## src/rtl/result_drain_pkg.sv

```systemverilog
// Shared types and constants for the result SRAM drain path.
// Saturating build option: RESULT_DRAIN_SAT_EN.
package result_drain_pkg;

  typedef enum logic [2:0] {
    S_IDLE,
    S_READ,
    S_CAPTURE,
    S_SEND,
    S_DONE
  } state_t;

  localparam int DEF_ADDRESSSIZE    = 10;
  localparam int DEF_PARTIAL_SUM_BW = 24;
  localparam int DEF_MATRIX_SIZE    = 64;
  localparam int DEF_LANES_PER_BEAT = 8;
  localparam int SAT_BITS           = 8;

  function automatic int beats_per_row(input int ms, input int lpb);
    return ms / lpb;
  endfunction

  function automatic int lane_lsb(input int idx, input int bw);
    return idx * bw;
  endfunction

  localparam int BEATS_PER_ROW =
    beats_per_row(DEF_MATRIX_SIZE, DEF_LANES_PER_BEAT);

endpackage

```

## src/rtl/result_drain_lane_sat.sv

```systemverilog
// Per-lane signed saturator to the SAT_BITS range, sign-extended back.
// Built only when RESULT_DRAIN_SAT_EN is defined.
`ifdef RESULT_DRAIN_SAT_EN
module result_lane_sat
  import result_drain_pkg::*;
#(
  parameter int W = DEF_PARTIAL_SUM_BW
) (
  input  logic [W-1:0] i_lane,
  output logic [W-1:0] o_lane
);

  localparam int SMAX = (1 << (SAT_BITS - 1)) - 1;
  localparam int SMIN = -(1 << (SAT_BITS - 1));
  localparam logic [W-1:0] W_MAX = W'(SMAX);
  localparam logic [W-1:0] W_MIN = W'(SMIN);

  logic signed [W-1:0] w_in;

  assign w_in = $signed(i_lane);

  always_comb begin
    o_lane = i_lane;
    if (w_in > $signed(W_MAX))
      o_lane = W_MAX;
    else if (w_in < $signed(W_MIN))
      o_lane = W_MIN;
  end

endmodule
`endif

```

## src/rtl/result_drain.sv

```systemverilog
// Walks a row range of the result SRAM and streams rows out as beats.
// Define RESULT_DRAIN_SAT_EN to saturate each lane to signed 8 bits.
module result_drain
  import result_drain_pkg::*;
#(
  parameter int ADDRESSSIZE    = DEF_ADDRESSSIZE,
  parameter int PARTIAL_SUM_BW = DEF_PARTIAL_SUM_BW,
  parameter int MATRIX_SIZE    = DEF_MATRIX_SIZE,
  parameter int LANES_PER_BEAT = DEF_LANES_PER_BEAT
) (
  input  logic                                  clk,
  input  logic                                  rstn,
  input  logic                                  start,
  input  logic [ADDRESSSIZE-1:0]                base_addr,
  input  logic [ADDRESSSIZE:0]                  row_count,
  output logic                                  sram_rd_en,
  output logic [ADDRESSSIZE-1:0]                sram_rd_addr,
  input  logic [PARTIAL_SUM_BW*MATRIX_SIZE-1:0] sram_rd_data,
  output logic                                  m_valid,
  input  logic                                  m_ready,
  output logic [PARTIAL_SUM_BW*LANES_PER_BEAT-1:0] m_data,
  output logic                                  m_row_last,
  output logic                                  m_last,
  output logic                                  busy,
  output logic                                  done
);

  localparam int BPR    = beats_per_row(MATRIX_SIZE, LANES_PER_BEAT);
  localparam int BEAT_W = PARTIAL_SUM_BW * LANES_PER_BEAT;
  localparam int ROW_W  = PARTIAL_SUM_BW * MATRIX_SIZE;
  localparam int BCW    = (BPR > 1) ? $clog2(BPR) : 1;

  state_t                 r_state;
  state_t                 w_next;
  logic [ADDRESSSIZE-1:0] r_addr;
  logic [ADDRESSSIZE:0]   r_count;
  logic [ADDRESSSIZE:0]   r_row;
  logic [BCW-1:0]         r_beat;
  logic [ROW_W-1:0]       r_buf;

  logic                   w_hs;
  logic                   w_beat_last;
  logic                   w_last_row;
  logic [BEAT_W-1:0]      w_beats [BPR];
  logic [BEAT_W-1:0]      w_raw;
  logic [BEAT_W-1:0]      w_out;

  assign w_hs        = m_valid & m_ready;
  assign w_beat_last = (r_beat == BCW'(BPR - 1));
  assign w_last_row  = (r_row == r_count - 1'b1);

  always_ff @(posedge clk) begin
    if (!rstn)
      r_state <= S_IDLE;
    else
      r_state <= w_next;
  end

  always_comb begin
    w_next = r_state;
    case (r_state)
      S_IDLE:
        if (start)
          w_next = (row_count == '0) ? S_DONE : S_READ;
      S_READ:    w_next = S_CAPTURE;
      S_CAPTURE: w_next = S_SEND;
      S_SEND:
        if (w_hs && w_beat_last)
          w_next = w_last_row ? S_DONE : S_READ;
      S_DONE:    w_next = S_IDLE;
      default:   w_next = S_IDLE;
    endcase
  end

  // All outputs decode from registered state; m_ready never reaches m_valid.
  always_comb begin
    sram_rd_en   = (r_state == S_READ);
    sram_rd_addr = r_addr;
    m_valid      = (r_state == S_SEND);
    busy         = (r_state != S_IDLE);
    done         = (r_state == S_DONE);
    m_data       = m_valid ? w_out : '0;
    m_row_last   = m_valid & w_beat_last;
    m_last       = m_valid & w_beat_last & w_last_row;
  end

  always_ff @(posedge clk) begin
    if (!rstn) begin
      r_addr  <= '0;
      r_count <= '0;
      r_row   <= '0;
      r_beat  <= '0;
      r_buf   <= '0;
    end else begin
      case (r_state)
        S_IDLE:
          if (start) begin
            r_addr  <= base_addr;
            r_count <= row_count;
            r_row   <= '0;
            r_beat  <= '0;
          end
        S_CAPTURE: r_buf <= sram_rd_data;
        S_SEND:
          if (w_hs) begin
            if (w_beat_last) begin
              r_beat <= '0;
              r_row  <= r_row + 1'b1;
              r_addr <= r_addr + 1'b1;
            end else begin
              r_beat <= r_beat + 1'b1;
            end
          end
        default: ;
      endcase
    end
  end

  for (genvar b = 0; b < BPR; b++) begin : g_beat
    assign w_beats[b] = r_buf[lane_lsb(b, BEAT_W) +: BEAT_W];
  end

  assign w_raw = w_beats[r_beat];

  for (genvar l = 0; l < LANES_PER_BEAT; l++) begin : g_lane
`ifdef RESULT_DRAIN_SAT_EN
    result_lane_sat #(
      .W(PARTIAL_SUM_BW)
    ) u_sat (
      .i_lane(w_raw[lane_lsb(l, PARTIAL_SUM_BW) +: PARTIAL_SUM_BW]),
      .o_lane(w_out[lane_lsb(l, PARTIAL_SUM_BW) +: PARTIAL_SUM_BW])
    );
`else
    assign w_out[lane_lsb(l, PARTIAL_SUM_BW) +: PARTIAL_SUM_BW] =
      w_raw[lane_lsb(l, PARTIAL_SUM_BW) +: PARTIAL_SUM_BW];
`endif
  end

endmodule

```

## config.mk

```make
export PLATFORM = sky130hd
export DESIGN_NAME = result_drain
export DESIGN_NICKNAME = d
export VERILOG_FILES = /design/src/rtl/result_drain_pkg.sv /design/src/rtl/result_drain_lane_sat.sv /design/src/rtl/result_drain.sv
export SDC_FILE = /design/constraint.sdc
export NUM_CORES = 2
export LEC_CHECK = 0
export ABC_AREA = 1
export CAP_MARGIN = 20
export CELL_PAD_IN_SITES_DETAIL_PLACEMENT = 0
export CELL_PAD_IN_SITES_GLOBAL_PLACEMENT = 1
export CORE_AREA = 2 2 687 689
export CTS_CLUSTER_DIAMETER = 50
export DETAILED_ROUTE_END_ITERATION = 6
export DIE_AREA = 0 0 689 691
export GPL_ROUTABILITY_DRIVEN = 0
export MAX_ROUTING_LAYER = met4
export PLACE_DENSITY = 0.38
export SETUP_SLACK_MARGIN = 0.1
export SYNTH_ARGS = -nofsm -noshare
export SYNTH_HDL_FRONTEND = slang
export SYNTH_SLANG_ARGS = --single-unit
export TNS_END_PERCENT = 30
```

## constraint.sdc

```tcl
create_clock -name clk -period 1.7 [get_ports clk]
set_input_delay 0.17 -clock clk [delete_from_list [all_inputs] [get_ports clk]]
set_output_delay 0.17 -clock clk [all_outputs]
set_load 0.1 [all_outputs]
```

## Word level (Yosys, flattened, before mapping)

Cells that the tools add are included.

- Add/sub/neg operators: 4
- $lt $le $gt $ge: 1
- Eq/ne operators: 10
- Muxes and demuxes: 21
- Bitwise gates (word level): 4
- Reductions and logical operators: 9

Operators by type and width:

| operator | number |
|---|---|
| $bmux W192 S3 | 1 |
| $mux W192 | 3 |
| $mux W11 | 3 |
| $mux W10 | 3 |
| $pmux W11 S2 | 1 |
| $mux W3 | 7 |
| $pmux W10 S2 | 1 |
| $pmux W3 S4 | 1 |
| $add A11 B1 Y11 const B | 1 |
| $eq A11 B11 Y1 | 1 |
| $logic_not A11 Y1 | 1 |
| $sub A11 B1 Y11 const B | 1 |
| $add A10 B1 Y10 const B | 1 |
| $eq A3 B2 Y1 const B | 2 |
| $eq A3 B3 Y1 const B | 2 |
| $ne A2 B1 Y1 const B | 3 |
| $pmux W3 S2 | 1 |
| $ge A4 B4 Y1 const B | 1 |
| $not A3 Y4 | 1 |
| $reduce_and A2 Y1 | 2 |
| $reduce_and A4 Y1 | 1 |
| $add A3 B1 Y3 const B | 1 |
| $and A1 B1 Y1 | 3 |
| $eq A3 B1 Y1 const B | 1 |
| 6 further kinds | 6 |

- Flip-flop bits (word level): 1574
- Input bits: 1561
- Output and inout port bits: 208
- Logic and storage cells: 55

## Depth between registers and ports, before layout

- Depth after elaboration: 5
- Gate-level depth with buffers: 14
- Gate-level depth less buffers: 14

## Worst setup path after synthesis

Ideal clock, no wire load.

- Path kind: reg-to-output
- From: reg r_state[1]
- To: out m_data[183]
- Data arrival time: 3.137 ns
- Required time: 1.530 ns
- Path slack: -1.607 ns
- Cell stages (with the launch flop): 8
- Path buffers: 3
- Path through: dfxtp_1 > inv_2 > nor3_2 > buf_2 > buf_2 > buf_2 > o21ai_0 > a31oi_1

- Word-level cells in the longest chain between the ends: 2

RTL lines:

| what | line | RTL |
|---|---|---|
| from (decl) | result_drain.sv:33 | `state_t r_state;` |
| from (signal assigned) | result_drain.sv:56 | `r_state <= w_next;` |
| $eq A3 B2 Y1 | result_drain.sv:79 | `m_valid = (r_state == S_SEND);` |
| via m_valid | result_drain.sv:19 | `output logic m_valid,` |
| $mux W192 | result_drain.sv:82 | `m_data = m_valid ? w_out : '0;` |
| to (decl) | result_drain.sv:21 | `output logic [PARTIAL_SUM_BW*LANES_PER_BEAT-1:0] m_data,` |

The timed path passes the listed nets, and every way through them passes these cells.

## Worst setup path after layout

- From: reg r_beat[0]
- To: out m_data[70]

- Word-level cells in the longest chain between the ends: 5

RTL lines:

| what | line | RTL |
|---|---|---|
| from (decl) | result_drain.sv:38 | `logic [BCW-1:0] r_beat;` |
| from (signal assigned) | result_drain.sv:111 | `r_beat <= r_beat + 1'b1;` |
| $not A3 Y4 (implied by the code) | result_drain.sv:123 | `assign w_raw = w_beats[r_beat];` |
| $bmux W192 S3 | result_drain.sv:123 |  |
| $mux W192 (implied by the code) (2 in series) | result_drain.sv:123 |  |
| $mux W192 | result_drain.sv:82 |  |

No other way between the ends. The select of a mux whose other input is x is not followed.

==> impl_metrics.tcl <==
set metrics [dict create \
    critPathMaxStageDelay_ns 0.35 \
    grt_max_degree 162 \
    crit_family "buffers and inverters" \
    dieArea_mm2 0.476 \
    period_share_pct 191 \
    wl_um 495000 \
    fillers 50600 \
    crit_path_cell_trace "buf_12, inv_16, buf_16, buf_16, buf_4, clkbuf_16, o21ai_0, o22ai_1, o21ai_2, a31oi_2, buf_4, buf_12" \
    worstPathMaxFanout 8 \
    drv_cap 0 \
    hp-start "sram_rd_data[970]" \
    required_ns 1.53 \
    wl_per_cell_um 24.3 \
    hold_viol_final 0 \
    worst_slack_ns -1.55 \
    root_buffer "clkbuf_16" \
    syn_inst 9825 \
    ant_nets 0 \
    critPathCaptureType "output pin" \
    holdWs_ns 0.0442 \
    cts_tree "built" \
    highest_layer "met4" \
    met1_length_um 200000 \
    start_kind "flip-flop" \
    whs_endpoint "r_buf[970]$_SDFFE_PN0N_" \
    totalPowerFinal_mw 174 \
    io_buffers 1768 \
    die_h_um 691 \
    relSlewSlack_pct 48.2 \
    multi_input_area_mm2 0.0352 \
    crit_path_top_delay_cell "dfxtp_4" \
    ys_seq_elements 1574 \
    yosys_warnings 0 \
    grt_use_total_pct 20.2 \
    finalCriticalPeriod_ns 3.25 \
    arrival_ns 3.08 \
    crit_type "flip-flop to output pin" \
    hp-class "input port to flip-flop" \
    cts-htree-levels 5 \
    power.leakage_nw 51.3 \
    syn_area_mm2 0.0672 \
    first_iter_violations 4501 \
    timing.rr.start "r_beat[0]$_SDFFE_PN0P_" \
    overflow 0 \
    avgViaCountPerCell 4.14 \
    synth.avg_cell_area_um2 6.84 \
    tightest_slew_ns 0.775 \
    synth_seq_area_share_pct 46.9 \
    slew_violations 0 \
    startpoint "r_beat[0]$_SDFFE_PN0P_" \
    status "finished, violations left" \
    seq_area_mm2 0.0315 \
    final_layout_size_suffix_gt1_share_pct 19.8 \
    grt_pass1_vias 88000 \
    drc_errors 0 \
    fin_tns_setup_ns -808.10 \
    fp.dieW_um 689 \
    violations "negative setup slack" \
    fin_worst_skew_ns 0.0451 \
    clock_path_buffers 4 \
    vdd_drop_max_uv 786 \
    synthDistinctLibCells 35 \
    place_area_mm2 0.104 \
    ff2ff_setup_slack_ns -1.01 \
    num_vias 84400 \
    met3_length_um 19800 \
    final_area_mm2 0.135 \
    rsz0062_at_grt "true" \
    hold_depth 3 \
    syn_nets 11400 \
    reg2reg_depth 11 \
    cts.sinks 1574 \
    worstReg2RegEnd "r_beat[0]$_SDFFE_PN0P_" \
    setup_viol 1769 \
    power.density_mw_per_mm2 1290 \
    dp_slack_ns -0.929 \
    grt_pass1_wl_um 669000 \
    dr.pass1.iters 6 \
    io-pin-count 1769 \
    cts_made_buffers 335 \
    core_area_mm2 0.469 \
    cts.clk_slew.worst_paths_ns 0.05 \
    max_freq_ghz 0.308 \
    num-nets-final 15400 \
    dp_hpwl_um 371000 \
    placementRows 252 \
    antenna_found_initial 149 \
    start_util_pct 14.3 \
    syn2layout_area_growth_pct 101 \
    crit_buf_inv 8 \
    routed-wl-met2_um 256000 \
    clock_latency_ns 0.93 \
]
report_power, final:
group / total (mW) / leakage [nW] / switching [mW] / internal [mW]
clock: 69.5 / 5.68 / 24.3 / 45.1
sequential: 48.4 / 12.9 / 4.53 / 43.9
combinational: 56.4 / 32.8 / 31.4 / 25.0
total: 174 / 51.3 / 60.2 / 114
flip-flops by register name (all words and copies together), names as in the netlist:
signal	cells
sram_rd_addr	10
r_state	3
r_row	11
r_count	11
r_beat	3
r_buf	1536
Yosys cell counts:
cell / n / area share, %
inv_2: 3 / 0.017
ha_1: 5 / 0.093
o21a_1: 1 / 0.011
a31oi_1: 201 / 1.9
xor2_1: 6 / 0.078
nand2_4: 2 / 0.034
buf_4: 1 / 0.011
o21bai_1: 1 / 0.011
nor3b_1: 1 / 0.011
nand4_1: 1 / 0.0093
inv_1: 41 / 0.23
buf_2: 242 / 1.8
clkbuf_1: 575 / 3.2
a211oi_1: 6 / 0.067
buf_1: 21 / 0.12
o21ai_0: 2526 / 19
nor3_1: 9 / 0.067
nand2_1: 75 / 0.42
clkinv_1: 1 / 0.0056
nand3_1: 25 / 0.19
nor4_1: 3 / 0.028
nor2_2: 3 / 0.028
nor2_1: 4261 / 24
o21ai_2: 1 / 0.013
o22ai_1: 192 / 1.8
o211ai_1: 1 / 0.011
nor3_2: 1 / 0.015
a21oi_1: 34 / 0.25
and3_1: 1 / 0.0093
dfxtp_1: 1574 / 47
nand2_2: 5 / 0.047
xnor2_1: 3 / 0.039
or2_2: 1 / 0.0093
o221ai_1: 1 / 0.013
nand3b_1: 1 / 0.011
worst reg2reg max path, stage by stage (launching register included):
cell	delay [ns]
dfxtp_4	0.35
buf_12	0.16
buf_12	0.17
buf_12	0.12
buf_16	0.14
ha_1	0.19
ha_1	0.22
inv_1	0.23
buf_4	0.17
a31oi_1	0.07
a211oi_1	0.56
buf_4	0.25
routing by layer:
metal | vias to the layer above | GRT usage (%)
li1 | 40800 | -
met1 | 40600 | 22.5
met2 | 2312 | 36.8
met3 | 704 | 2.71
met4 | 0 | 6.49
met5 | - | -
layout make-up:
| class | instances | area share (%) |
|---|---|---|
| Tap cell | 6223 | 5.75 |
| Clock buffer | 420 | 6.79 |
| Timing Repair inverter | 3 | 0.0666 |
| Multi-Input combinational cell | 7367 | 26.0 |
| Timing Repair Buffer | 4481 | 35.8 |
| Antenna cell | 70 | 0.129 |
| Sequential cell | 1574 | 23.3 |
| Clock inverter | 192 | 1.95 |
| Inverter | 45 | 0.167 |
cell families after synthesis:
| family | after synthesis | synth area share (%) |
|---|---|---|
| xor+xnor | 9 | 0.117 |
| fa+ha+maj | 5 | 0.0931 |
| flops | 1574 | 46.9 |
| simple gates | 4389 | 24.7 |
| compound gates | 2964 | 22.8 |
| buf+inv | 884 | 5.39 |
how the worst max path moves through the flow:
stage	end	slack, ns	cells after the start
2_1_floorplan	m_data[32]	-1.25	8
3_3_place_gp	m_last	-1.03	15
3_5_place_dp	m_data[143]	-0.93	10
4_1_cts	m_last	-1.71	15
5_1_grt	m_last	-1.70	15
6_report	m_data[70]	-1.55	12
placed cells by master (no fill, tap or decap), types with 9 or more instances in the layout:
cell,count
o22ai_1,117
o21ai_2,143
nor2_1,4152
buf_4,1076
nand3_1,24
a31oi_4,75
a31oi_2,40
clkinvlp_4,42
buf_6,78
buf_16,69
clkbuf_16,374
a31oi_1,86
nor2_4,43
buf_12,409
nor2_2,69
buf_8,41
clkinv_4,21
inv_1,36
a21oi_1,33
clkinv_16,9
clkinv_8,10
clkinv_2,45
nand2_1,72
o21ai_4,18
o22ai_2,74
o21ai_1,284
dfxtp_1,1567
clkdlybuf4s50_1,1559
inv_6,17
nor3_1,9
clkbuf_1,38
diode_2,70
o21ai_0,2082
dlygate4sd3_1,1204
clkbuf_8,46
bufinv_16,43
repair_timing:
action	in CTS	in global routing
pin swaps	95	212
hold endpoints to repair	1272	0
gates cloned	45	43
resized for setup	478	661
setup endpoints to repair	1780	1782
setup buffers	88	76
hold buffers	1204	0
metrics by stage:
step,std cells,utilization [%]
after detailed placement,18200,22.2
final,20400,28.8
after CTS,20200,28.0
after floorplan,9825,-
after global placement,18200,22.2
after global routing,20400,28.8
Power figures use the tool's default switching activity.
